===== src/rtl/fp_unit_arbiter.sv =====
`default_nettype none
// ============================================================================
//  Module   : fp_unit_arbiter
//  Purpose  : Round-robin arbiter that shares one pipelined 32-bit
//             floating-point unit between NREQ requesters. Each accepted
//             operand pair carries its requester ID through a tag pipeline
//             matching the unit latency, so the result is routed back to
//             the requester that issued it.
//  Revision : 1.0  initial release
// ----------------------------------------------------------------------------
//  Ports
//    clk           in   system clock, rising edge
//    rst_n         in   asynchronous active-low reset
//    i_req_valid   in   [NREQ]      requester i has an operand pair pending
//    i_req_a       in   [32*NREQ]   operand A, requester i at [32i+31:32i]
//    i_req_b       in   [32*NREQ]   operand B, packed like i_req_a
//    o_req_ready   out  [NREQ]      one-hot combinational grant
//    i_hold        in   blocks new grants; in-flight ops still complete
//    o_fpu_a       out  [32]        registered operand A to the shared unit
//    o_fpu_b       out  [32]        registered operand B to the shared unit
//    i_fpu_value   in   [32]        result from the shared unit
//    o_resp_valid  out  [NREQ]      one-hot, one cycle per returned result
//    o_resp_value  out  [32]        registered result
//    o_busy        out  one or more operations in flight
// ============================================================================
module fp_unit_arbiter #(
  parameter int NREQ    = 4,
  parameter int FPU_LAT = 2
) (
  input  logic                 clk,
  input  logic                 rst_n,
  input  logic [NREQ-1:0]      i_req_valid,
  input  logic [32*NREQ-1:0]   i_req_a,
  input  logic [32*NREQ-1:0]   i_req_b,
  output logic [NREQ-1:0]      o_req_ready,
  input  logic                 i_hold,
  output logic [31:0]          o_fpu_a,
  output logic [31:0]          o_fpu_b,
  input  logic [31:0]          i_fpu_value,
  output logic [NREQ-1:0]      o_resp_valid,
  output logic [31:0]          o_resp_value,
  output logic                 o_busy
);

  localparam int                c_idw  = $clog2(NREQ);
  localparam logic [c_idw:0]    c_nreq = (c_idw+1)'(NREQ);
  localparam logic [c_idw-1:0]  c_last = c_idw'(NREQ-1);

  logic [c_idw-1:0]  r_ptr;
  logic [NREQ-1:0]   r_outstanding;
  logic [FPU_LAT-1:0] r_tag_vld;
  logic [c_idw-1:0]  r_tag_id [FPU_LAT];
  logic [31:0]       r_fpu_a;
  logic [31:0]       r_fpu_b;
  logic [NREQ-1:0]   r_resp_valid;
  logic [31:0]       r_resp_value;

  logic [NREQ-1:0]   w_elig;
  logic              w_found;
  logic [c_idw-1:0]  w_gnt_id;
  logic [c_idw:0]    w_sum;
  logic [c_idw-1:0]  w_idx;
  logic [31:0]       w_sel_a;
  logic [31:0]       w_sel_b;
  logic              w_done;
  logic [c_idw-1:0]  w_done_id;
  logic [NREQ-1:0]   w_out_nxt;

  // A requester with a result still in the unit may not issue again.
  assign w_elig = i_req_valid & ~r_outstanding & {NREQ{~i_hold}};

  // Scan from the pointer, wrapping modulo NREQ; the extra bit in w_sum
  // lets ptr+k exceed NREQ-1 before being folded back.
  always_comb begin
    w_found     = 1'b0;
    w_gnt_id    = '0;
    w_sum       = '0;
    w_idx       = '0;
    o_req_ready = '0;
    for (int k = 0; k < NREQ; k++) begin
      w_sum = {1'b0, r_ptr} + (c_idw+1)'(k);
      if (w_sum >= c_nreq) w_sum = w_sum - c_nreq;
      w_idx = w_sum[c_idw-1:0];
      if (!w_found && w_elig[w_idx]) begin
        w_found  = 1'b1;
        w_gnt_id = w_idx;
      end
    end
    if (w_found) o_req_ready[w_gnt_id] = 1'b1;
  end

  always_comb begin
    w_sel_a = '0;
    w_sel_b = '0;
    for (int i = 0; i < NREQ; i++) begin
      if (w_gnt_id == c_idw'(i)) begin
        w_sel_a = i_req_a[i*32 +: 32];
        w_sel_b = i_req_b[i*32 +: 32];
      end
    end
  end

  assign w_done    = r_tag_vld[FPU_LAT-1];
  assign w_done_id = r_tag_id[FPU_LAT-1];

  // Completing and newly accepted requesters are always distinct, since the
  // completing one is still outstanding this cycle and thus not eligible.
  always_comb begin
    w_out_nxt = r_outstanding;
    if (w_done)  w_out_nxt[w_done_id] = 1'b0;
    if (w_found) w_out_nxt[w_gnt_id]  = 1'b1;
  end

  always_ff @(posedge clk or negedge rst_n) begin
    if (!rst_n) begin
      r_ptr         <= '0;
      r_outstanding <= '0;
      r_tag_vld     <= '0;
      for (int s = 0; s < FPU_LAT; s++) r_tag_id[s] <= '0;
      r_fpu_a       <= '0;
      r_fpu_b       <= '0;
      r_resp_valid  <= '0;
      r_resp_value  <= '0;
    end else begin
      r_tag_vld[0] <= w_found;
      r_tag_id[0]  <= w_gnt_id;
      for (int s = 1; s < FPU_LAT; s++) begin
        r_tag_vld[s] <= r_tag_vld[s-1];
        r_tag_id[s]  <= r_tag_id[s-1];
      end

      if (w_found) begin
        r_fpu_a <= w_sel_a;
        r_fpu_b <= w_sel_b;
        r_ptr   <= (w_gnt_id == c_last) ? '0 : w_gnt_id + 1'b1;
      end

      r_resp_valid <= '0;
      if (w_done) begin
        r_resp_valid[w_done_id] <= 1'b1;
        r_resp_value            <= i_fpu_value;
      end

      r_outstanding <= w_out_nxt;
    end
  end

  assign o_fpu_a      = r_fpu_a;
  assign o_fpu_b      = r_fpu_b;
  assign o_resp_valid = r_resp_valid;
  assign o_resp_value = r_resp_value;
  assign o_busy       = |r_tag_vld;

endmodule
`default_nettype wire


===== config.mk =====
export PLATFORM = sky130hd
export DESIGN_NAME = fp_unit_arbiter
export DESIGN_NICKNAME = d
export VERILOG_FILES = /design/src/rtl/fp_unit_arbiter.sv
export SDC_FILE = /design/constraint.sdc
export NUM_CORES = 1
export LEC_CHECK = 0
export ABC_CLOCK_PERIOD_IN_PS = 4100
export BUFFER_PORTS_ARGS = -buffer_cell sky130_fd_sc_hd__buf_2
export CAP_MARGIN = 20
export CORE_AREA = 5 5 150 152
export DETAILED_ROUTE_END_ITERATION = 8
export DIE_AREA = 0 0 155 157
export PLACE_DENSITY = 0.67
export REMOVE_ABC_BUFFERS = 1
export SLEW_MARGIN = 20
export SYNTH_ARGS = -nofsm -noshare
export SYNTH_HDL_FRONTEND = slang
export SYNTH_SLANG_ARGS = --single-unit
export TNS_END_PERCENT = 50

===== constraint.sdc =====
create_clock -name clk -period 4.1 [get_ports clk]
set_input_delay 0.615 -clock clk [delete_from_list [all_inputs] [get_ports clk]]
set_output_delay 0.615 -clock clk [all_outputs]
set_load 0.02 [all_outputs]

After elaboration in Yosys (flattened, before gate mapping)
Index checks and enable logic that the tools add are counted.
Cells by class
  add/subtract/negate cells: 8
  reductions and logical operators: 10
  magnitude comparators: 12
  equal/unequal tests: 3
  bitwise operators: 7
  muxes and demuxes: 37
Operator list (number)
  $mux 32: 8
  $lt 2x3->1 const B: 6
  $mux 2: 9
  $mux 4: 4
  $and 4x4->4: 3
  $mux 1: 10
  $ge 3x3->1 const B: 3
  $bmux 1 s2: 4
  $not 4->4: 2
  $sub 2x1->2 const B: 4
  $add 2x2->3 const B: 2
  $logic_and 1x1->1: 5
  $demux 1 s2: 2
  $eq 2x2->1 const B: 2
  $ge 2x1->1 const B: 2
  $or 4x4->4: 1
  $add 2x1->3 const B: 1
  $ge 2x3->1 const B: 1
  $logic_not 1->1: 3
  $add 2x1->2 const B: 1
  $eq 2x1->1 const B: 1
  $logic_not 2->1: 1
  $reduce_or 2->1: 1
  $not 1->1: 1
Word-level totals
  input bits: 295
  register bits: 112

Longest topological paths before layout
  depth after elaboration: 21
  mapped depth: 12

Least setup slack after synthesis
OpenSTA, ideal clock, no wires.
  path type: input to output
  from: in i_hold
  to: out o_req_ready[1]
  slack: 1.069 ns
  data arrival time: 2.416 ns
  path buffers: 3
  required time: 3.485 ns
  stages on the path: 9
  cell sequence: clkbuf_1 > nor4b_1 > mux2i_1 > and3_1 > and3_1 > ha_1 > clkbuf_1 > clkbuf_1 > and2_1
On the way
  cells in the longest elaborated chain, start to end: 19
  elaborated cells between the ends (all ways): 30
  classes of those cells: order compare: 2; mux: 19; bitwise: 2; reduce/logical: 7
RTL lines
  start: declaration: line 36  | input logic i_hold,
  $not 1->1 *: line 70  | assign w_elig = i_req_valid & ~r_outstanding & {NREQ{~i_hold}};
  $and 4x4->4 *: line 70
  $bmux 1 s2: line 84  | if (!w_found && w_elig[w_idx]) begin
  $mux 1 (implied by the code): line 84
  $mux 1: line 84
  $logic_not 1->1: line 84
  $logic_and 1x1->1: line 84
  $mux 1: line 84
  [... 4 more ...]
  $logic_and 1x1->1: line 84
  $mux 2 *: line 84
  net w_gnt_id[0]: line 60  | logic [c_idw-1:0] w_gnt_id;
  $lt 2x3->1 (implied by the code) or $ge 2x1->1 (tied branches): line 89  | if (w_found) o_req_ready[w_gnt_id] = 1'b1;
  $logic_and 1x1->1 (implied by the code): line 89
  $mux 1 (implied by the code): line 89
  $demux 1 s2 *: line 89
  $mux 4 *: line 89
  end: declaration: line 35  | output logic [NREQ-1:0] o_req_ready,
Mark *: on every way through the listed nets, which the timed path passes. The rest lies on a longest branch. The select of a mux whose other input is x is not followed.

Final worst setup path
  from: reg r_outstanding[0]
  to: reg r_fpu_a[31] (netlist: o_fpu_a[31])
On the way
  cells in the longest elaborated chain, start to end: 20
  elaborated cells between the ends (all ways): 33
  classes of those cells: eq/ne: 3; mux: 20; bitwise: 3; reduce/logical: 7
RTL lines
  start: declaration: line 50  | logic [NREQ-1:0] r_outstanding;
  start signal: assignment: line 144  | r_outstanding <= w_out_nxt;
  $not 4->4 *: line 70
  $and 4x4->4 * (2 in series): line 70
  $bmux 1 s2: line 84
  $mux 1 (implied by the code): line 84
  $mux 1: line 84
  $logic_not 1->1: line 84
  $logic_and 1x1->1: line 84
  $mux 1: line 84
  [... 2 more ...]
  $mux 1: line 84
  $logic_not 1->1: line 84
  $logic_and 1x1->1: line 84
  $mux 2 *: line 84
  net w_gnt_id[0]: line 60
  $logic_not 2->1: line 96  | if (w_gnt_id == c_idw'(i)) begin
  $mux 32 (3 in series): line 96
  $mux 32 *: line 96
  end signal: assignment: line 133  | r_fpu_a <= w_sel_a;
  end: declaration: line 53  | logic [31:0] r_fpu_a;
Marked as above.
A chain may end at the register's enable or synchronous reset.

==> impl_metrics.csv <==
group,metric,value,unit
status,outcome,"finished, final reports clean",
setup_path,crit_type,"reg -> reg",
timing,hold_viol_final,0,
grt,grt_antenna_before_repair,4,
cts,cts_max_level,3,
setup_path,cp-start-kind,"flip-flop",
route,routed_wl,22400,µm
timing,fin_ws,1040,ps
timing,fin_skew,11.0,ps
floorplanning,rows,53,
placement,place_congestion,0.860,
route,drt_first_pass_iters,5,
floorplanning,die_height,157,µm
placement,place_ws,789,ps
route,ant_nets,0,
setup_path,end_kind,"flip-flop",
yosys,ys_seq_area_frac,0.449,
flow_run,maxCapViolations,0,
yosys,yosysUniqueCellTypes,35,
min_path,min_to,"w_done_id[1]",
grt,overflow,0,
timing,max_freq,327,MHz
cells_and_area,layout_common_cells,"buf_2, dfrtp_1, a21oi_1",
floorplanning,ios,400,
route,vias,6506,
pwr,power.density,629,mW/mm²
min_path,hold_depth,0,
setup_path,r2r_setup_slack,1040,ps
setup_path,reg2regPathDepth,10,
placement,dp_hpwl,17500,µm
grt,grt.total_usage,0.173,
cells_and_area,nets,1306,
grt,grt_pass1_wl,33500,µm
grt,grt_max_degree,79,
timing,slew_viol_final,0,
cts,cts_tree,"yes",
route,vias_per_cell,5.06,
timing,rsz0062_at_grt,"no",
floorplanning,core-area,0.0209,mm²
pwr,p_leak,0.00441,µW
cts,numCtsBuffers,9,
yosys,syn_avg_cell_area,9.62,µm²
cells_and_area,diodes,0,
min_path,hold_start,"r_tag_id[3]",
timing,setup_viol,0,
floorplanning,dieArea,0.0243,mm²
timing,period_share,0.747,
cts,cts_buffer_depth,2,
cells_and_area,final_layout_size_suffix_gt1_frac,0.495,
cts,post_cts_buffers,0,
setup_path,crit_required,4370,ps
cells_and_area,stdcell_count,1287,
cells_and_area,final_common_cell,"buf_2",
cts,cts.sinks,112,
setup_path,crit_fanout,39,
timing,relSlewSlack,0.385,
setup_path,rr_endpoint,"o_fpu_a[31]",
yosys,synth_area,0.00624,mm²
setup_path,r2r_start,"r_outstanding[0]",
route,drc,0,
yosys,ys_ff_latch,112,
yosys,synthCells,648,
timing,setup_tns,0,ps
yosys,yosys_warnings,0,
timing,worst_pin_slew,923,ps
cells_and_area,syn_to_final_growth,39.5,%
setup_path,arrival,3330,ps
cts,root_buffer,"clkbuf_16",
min_path,min_path_type,"reg -> reg",
timing,min_period,3060,ps
floorplanning,fp.dieW,155,µm
pwr,irDropWorstVdd,178,µV
cts,path_clk_slew,80,ps
grt,first_global_vias,6290,
cts,clock_latency,350,ps
route,drt_iter0_drc,367,
cts,postCtsHoldBufs,0,
cts,post_cts_resized,0,
floorplanning,start_util,0.299,
route,post_drt_wl_per_cell,17.4,µm
placement,dp_cells,1271,
placement,port_buffers,399,
==> worst max-delay path, cell delays in order, from the launching register on <==
cell,delay [ps]
dfrtp_1,430
nor2b_1,260
a22oi_1,150
or2_2,310
and3_1,240
ha_2,240
nor2b_4,620
buf_12,290
a221o_1,190
a22oi_1,60
a21oi_1,170
==> cell families (layout without fill, tap and decap cells) <==
kind of cell,after synthesis,count (layout),synth area share
fa+ha+maj,4,4,0.00803
flops,112,112,0.449
simple gates,99,99,0.0799
mux,34,34,0.0618
compound gates,269,269,0.308
buf+inv,130,494,0.0933
==> where the power goes <==
group	total, µW	switching (µW)	internal (µW)
Sequential	1880	271	1610
Clock	876	446	430
Combinational	2720	1650	1070
==> how the worst max path moves through the flow <==
stage / from / endpoint / slack (ps)
2_1_floorplan: i_req_valid[2] / o_fpu_a[0] / -1150
3_3_place_gp: i_req_valid[2] / o_fpu_b[27] / 830
3_5_place_dp: i_req_valid[2] / o_fpu_b[17] / 790
4_1_cts: r_ptr[1] / o_req_ready[3] / 1020
5_1_grt: r_ptr[0] / o_fpu_a[23] / 830
6_report: r_outstanding[0] / o_fpu_a[31] / 1040
==> per-layer routing <==
metal  up-vias  track usage  share of wire
li1       3078            -              -
met1      3082        0.201           0.38
met2       315        0.305           0.50
met3        27       0.0577           0.10
met4         4       0.0509          0.016
met5         -            0        0.00094
==> cells in the mapped netlist (all sizes together) <==
library cell,n,area (µm²)
nand4,1,6.26
a31oi,1,6.26
nand3,1,5.00
nor3b,1,7.51
mux2i,1,10.0
o41a,1,11.3
a21oi,131,731
o21ai,4,20.0
nor3,1,5.00
mux2,33,375
and3b,2,17.5
or2,2,12.5
a22oi,65,488
a221o,63,631
or3,1,6.26
nand2b,4,25.0
o31a,1,8.76
and2,5,31.3
nand4b,1,8.76
ha,4,50.1
nor4b,2,17.5
and3,3,18.8
nor2,67,292
nand2,2,7.51
inv,68,255
dfrtp,112,2800
buf,17,158
clkbuf,45,169
nor2b,6,37.5
o21bai,3,22.5
==> flip-flops by register name (all words and copies together) (netlist names) <==
register       cells
o_resp_value      32
o_resp_valid       4
o_fpu_a           32
o_fpu_b           32
w_done_id          2
r_tag_vld          2
r_ptr              2
r_outstanding      4
r_tag_id           2
==> through the flow <==
stage,area [µm²],utilization,power [µW],hold WS (ps)
after floorplan,5910,-,3630,319
after global placement,8410,0.403,4620,333
after detailed placement,8410,0.403,4660,336
after CTS,8700,0.417,5560,356
after global routing,8700,0.417,5850,361
final,8700,0.417,5470,352
==> cell type report <==
cell class	instances	area, µm²
fillers	2117	12200
multi-input cells	406	2890
flip-flops and latches	112	2800
repair buffers	410	2120
well taps	275	344
inverters	68	255
clock buffers	10	229
clock inverters	6	62.6
Note: power is estimated with default switching activity, not from simulation.
